### config.mk
export PLATFORM = sky130hd
export DESIGN_NAME = alu_resp_unit
export DESIGN_NICKNAME = d
export VERILOG_FILES = /design/src/rtl/alu_resp_unit_pkg.sv /design/src/rtl/alu_resp_unit_alu.sv /design/src/rtl/alu_resp_unit.sv
export SDC_FILE = /design/constraint.sdc
export NUM_CORES = 1
export LEC_CHECK = 0
export CAP_MARGIN = 20
export CORE_MARGIN = 2
export CORE_UTILIZATION = 40
export DETAILED_ROUTE_END_ITERATION = 16
export DONT_BUFFER_PORTS = 1
export PLACE_DENSITY = 0.64
export SLEW_MARGIN = 40
export SYNTH_ARGS = -nofsm -noshare
export SYNTH_HDL_FRONTEND = slang
export SYNTH_SLANG_ARGS = --single-unit
### constraint.sdc
create_clock -name Clk -period 12 [get_ports Clk]
set_input_delay 0.6 -clock Clk [delete_from_list [all_inputs] [get_ports Clk]]
set_output_delay 0.6 -clock Clk [all_outputs]
set_load 0.005 [all_outputs]
### src/rtl/alu_resp_unit_pkg.sv
// Shared definitions for the buffered ALU response unit.
// Holds the Aluc operation encodings used by the ALU and its wrapper.
package alu_resp_unit_pkg;

   localparam logic [1:0] ALU_ADD = 2'b00;
   localparam logic [1:0] ALU_SUB = 2'b01;
   localparam logic [1:0] ALU_AND = 2'b10;
   localparam logic [1:0] ALU_OR  = 2'b11;

endpackage

### src/rtl/alu_resp_unit_alu.sv
// Combinational ALU: add, sub, and, or with a zero flag.
// Ports: X, Y operands; Aluc op select; R result; Z result-is-zero.
module alu_resp_unit_alu
   import alu_resp_unit_pkg::*;
#(
   parameter int WIDTH = 32
) (
   input  logic [WIDTH-1:0] X,
   input  logic [WIDTH-1:0] Y,
   input  logic [1:0]       Aluc,
   output logic [WIDTH-1:0] R,
   output logic             Z
);

   // Carry and borrow fall off the top: results wrap mod 2^WIDTH.
   always_comb begin
      R = '0;
      unique case (Aluc)
         ALU_ADD: R = X + Y;
         ALU_SUB: R = X - Y;
         ALU_AND: R = X & Y;
         ALU_OR:  R = X | Y;
         default: R = '0;
      endcase
   end

   assign Z = ~|R;

endmodule

### src/rtl/alu_resp_unit.sv
// ALU with a DEPTH-entry in-order result buffer and valid/ready handshakes.
// Ports: Clk, Clrn (sync active-low); Req_Valid/Req_Ready with X, Y, Aluc in;
//        Rsp_Valid/Rsp_Ready with R, Z out; Count = occupied entries.
module alu_resp_unit
   import alu_resp_unit_pkg::*;
#(
   parameter int WIDTH = 32,
   parameter int DEPTH = 4
) (
   input  logic                   Clk,
   input  logic                   Clrn,
   input  logic                   Req_Valid,
   output logic                   Req_Ready,
   input  logic [WIDTH-1:0]       X,
   input  logic [WIDTH-1:0]       Y,
   input  logic [1:0]             Aluc,
   output logic                   Rsp_Valid,
   input  logic                   Rsp_Ready,
   output logic [WIDTH-1:0]       R,
   output logic                   Z,
   output logic [$clog2(DEPTH):0] Count
);

   localparam int PW = $clog2(DEPTH);
   localparam int CW = PW + 1;

   logic [PW-1:0]    wr_ptr_q, wr_ptr_d;
   logic [PW-1:0]    rd_ptr_q, rd_ptr_d;
   logic [CW-1:0]    cnt_q, cnt_d;

   logic [WIDTH-1:0] res_mem_q [DEPTH];
   logic             z_mem_q   [DEPTH];

   logic [WIDTH-1:0] alu_r;
   logic             alu_z;

   logic             full;
   logic             empty;
   logic             accept;
   logic             pop;

   alu_resp_unit_alu #(
      .WIDTH (WIDTH)
   ) u_alu (
      .X    (X),
      .Y    (Y),
      .Aluc (Aluc),
      .R    (alu_r),
      .Z    (alu_z)
   );

   // Ready depends only on the registered count, never on Rsp_Ready,
   // so a full buffer refuses a request even when it is popping.
   assign full      = (cnt_q == CW'(DEPTH));
   assign empty     = (cnt_q == '0);
   assign Req_Ready = ~full;
   assign Rsp_Valid = ~empty;
   assign Count     = cnt_q;

   assign accept    = Req_Valid & ~full;
   assign pop       = Rsp_Ready & ~empty;

   always_comb begin
      wr_ptr_d = wr_ptr_q;
      rd_ptr_d = rd_ptr_q;
      cnt_d    = cnt_q;
      if (accept) begin
         wr_ptr_d = wr_ptr_q + PW'(1);
      end
      if (pop) begin
         rd_ptr_d = rd_ptr_q + PW'(1);
      end
      unique case ({accept, pop})
         2'b10:   cnt_d = cnt_q + CW'(1);
         2'b01:   cnt_d = cnt_q - CW'(1);
         default: cnt_d = cnt_q;
      endcase
   end

   always_ff @(posedge Clk) begin
      if (!Clrn) begin
         wr_ptr_q <= '0;
         rd_ptr_q <= '0;
         cnt_q    <= '0;
      end else begin
         wr_ptr_q <= wr_ptr_d;
         rd_ptr_q <= rd_ptr_d;
         cnt_q    <= cnt_d;
      end
   end

   // Storage is not cleared; the count alone decides what is live.
   always_ff @(posedge Clk) begin
      if (Clrn && accept) begin
         res_mem_q[wr_ptr_q] <= alu_r;
         z_mem_q[wr_ptr_q]   <= alu_z;
      end
   end

   // Stale storage is masked while empty.
   assign R = empty ? '0 : res_mem_q[rd_ptr_q];
   assign Z = ~empty & z_mem_q[rd_ptr_q];

endmodule

==> run metrics <==
Worst Skew=5.67 ps; leakage power=3.15 nW; fill count=1,961; dominant synthesized flop cell=edfxtp_1; status=finished, final reports clean; internal power=1.12 mW; minimum clock period=5610 ps; setup TNS=0 ps; I/O pins=108; Area contributors post-synth=edfxtp_1 (46%), mux4_2 (8.6%), ha_1 (5.7%); Clock Pin Slew Worst Setup and Hold Paths=60 ps; Die Ht=151 um; drt via density=5.70; DP Area=8850 um2; area occupied by multi-input gates=4240 um2; hpwl dp=14,600 um; Final period util=46.7%; Max Clk Rate=178 MHz; routability cong.=0.913; Setup Viol. Count Final=0; Mapped Cells=745; Clk pwr share=30.7%; initial antenna violation count=1; Setup Buffers After CTS=0; Yosys cell types=58; die area=22,700 um2; DRT antenna net count=0; RSZ-0062 raised after global routing=false; CTS buffer count=17; gr usage total=18.0%; # diodes=0; Mapped Area=8600 um2; Max Fanout on Critical Path=7; Crit path largest cell delay=640 ps; post-cts resize count=0; worst-margin pin slew=772 ps; power density cells=172 nW/um2; sw power=0.503 mW; Yosys top cell area share=46.1%; CTS max path bufs=2; row count=53; synthesized area per cell=11.5 um2; Avg WL per Cell=19.6 um; Final nets=843; slew margin rel.=48.1%; Post-synth EDFFs=132; Mapped Nets=856; Flop pwr share=38.2%; root buffer cell=clkbuf_16; slowest cell on the critical path=nor4_1; drt first pass iters=5; startpoint type of the worst setup path=input pin; cts hold-fix bufs=0; critical-path cell list=nor3_1 -> nand2b_1 -> nor4_1 -> nand2_1 -> nor3_1 -> a21oi_1 -> xnor2_1 -> ha_1 -> and2_1 -> a221o_1 -> a21boi_0 -> o21ai_0 -> a21oi_1 -> xor2_1 -> o22ai_1 -> a2111oi_0 -> or3b_2 -> a2111oi_2; count of input and output buffers=0; Worst EP required=12,170 ps; Initial Util=40.8%; die width=151 um; number of global-route vias before repair=5,769; DR iter-0 viols=376; VDD IR max=0.103 mV; Final Hold Vio Count=0; Worst EP arrival=5770 ps; cell area after layout=9430 um2; first-pass GRT wire length=31,100 um; register area share after synthesis=48.2%; DR vias=5,813; most frequent cells in the layout=edfxtp_1 (132), a21oi_1 (63), nand2_1 (60); commonest non-fill, non-tap cell in the layout=edfxtp_1; CP Capture Type=flop; Routed WL=20,000 um; layout cells sized above 1=11.1%; YS warnings=0; sw frac=31.0%; Max Slew Vio Count=0; Worst Hold Class=in -> reg; #FFs+latches synth=141; GR Overflow Total=0; core area=21,100 um2; Crit Path Class=in -> reg; Util after Layout=44.7%; Layout area overhead=9.67%; # clock sinks=141; CTS tree=done; H-Tree Level Count=4; Total Power=1.62 mW; largest net degree at the start of global routing=46; drt drc=0; register area=4150 um2; max_cap viols=0; post-synth top area cell=edfxtp_1; Post-synth ARST share=0%; Logic pwr share=31.1%; clock latency on the worst-skew pair=410 ps
routing by layer:
layer | vias up | wire length (um) | track usage (%)
met2 | 153 | 9260 | 28.2
met5 | - | 0 | 0
li1 | 2798 | - | -
met4 | 0 | 216 | 4.44
met1 | 2842 | 9370 | 25.5
met3 | 20 | 1190 | 3.82
synthesized netlist by cell type, types with 3 or more instances:
library cell / n
o21ai_0: 36
o21ai_1: 4
o21bai_1: 3
edfxtp_1: 132
nor3_1: 13
and3_1: 5
a211oi_1: 3
o211ai_1: 3
maj3_1: 26
mux4_2: 33
nor2b_1: 5
xnor2_1: 39
nor4_1: 6
a21o_1: 9
o31ai_1: 6
a21boi_0: 4
nand3_1: 8
nand4_1: 6
nor2_1: 39
or4_1: 7
clkbuf_1: 31
ha_1: 39
nand2_1: 60
o41ai_1: 3
o21a_1: 6
nor3b_1: 3
inv_1: 22
a21oi_1: 63
o211a_1: 3
dfxtp_1: 9
nand2b_1: 4
buf_1: 5
a31oi_1: 7
o22ai_1: 3
xor2_1: 22
and2_1: 44
or3_1: 3
kinds of logic (layout without fill, tap and decap cells):
family | after synthesis | in the layout | share of synthesized area (%)
compound gates | 174 | 174 | 12.8
xor+xnor | 61 | 61 | 6.21
fa+ha+maj | 67 | 67 | 9.16
buf+inv | 60 | 60 | 2.65
flops | 141 | 141 | 48.2
mux | 35 | 35 | 8.90
simple gates | 207 | 207 | 12.1
registers in the layout (all words and copies together) (netlist names), named ones only:
signal / cells
z_mem_q: 4
rd_ptr_q: 2
res_mem_q: 128
Count: 3
wr_ptr_q: 2
stage by stage:
| stage | hold slack [ps] | setup WS (ps) | cells |
|---|---|---|---|
| 3_5_place_dp | 524 | 5840 | 988 |
| 4_1_cts | 300 | 6250 | 1020 |
| 2_1_floorplan | 476 | 6180 | 745 |
| 5_1_grt | 299 | 5830 | 1020 |
| 6_report | 312 | 6390 | 1020 |
| 3_3_place_gp | 507 | 5980 | 988 |
final cells by class:
cell class	instances	area share, %
repair buffers	6	0.477
clock inverters	15	1.59
multi-input cells	544	44.9
inverters	22	0.875
clock buffers	17	4.51
well taps	275	3.65
flip-flops and latches	141	44.0
power groups by stage:
stage	clock (mW)	sequential (mW)	combinational [mW]
2_1_floorplan	0	0.618	0.405
3_3_place_gp	0	0.628	0.509
3_5_place_dp	0	0.630	0.514
4_1_cts	0.505	0.620	0.516
5_1_grt	0.526	0.623	0.567
6_report	0.499	0.619	0.504
critical path, delay by kind of cell:
| family | cells | cell delay (ps) |
|---|---|---|
| AO/OA/AOI/OAI | 8 | 1870 |
| XOR/XNOR | 2 | 320 |
| adder cells (fa/ha/maj) | 1 | 370 |
| AND/OR/NAND/NOR | 7 | 2620 |
final timing paths:
check                                  from     endpoint  slack [ps]  depth (start not counted)
worst min-delay path                   Clrn     Count[1]         310                          1
worst max-delay path                   Y[4]   z_mem_q[0]        6390                         18
worst min register to register  wr_ptr_q[1]  wr_ptr_q[1]         530                          2
worst max register to register     Count[0]     Count[2]        9510                          8
Power figures use the tool's default switching activity.
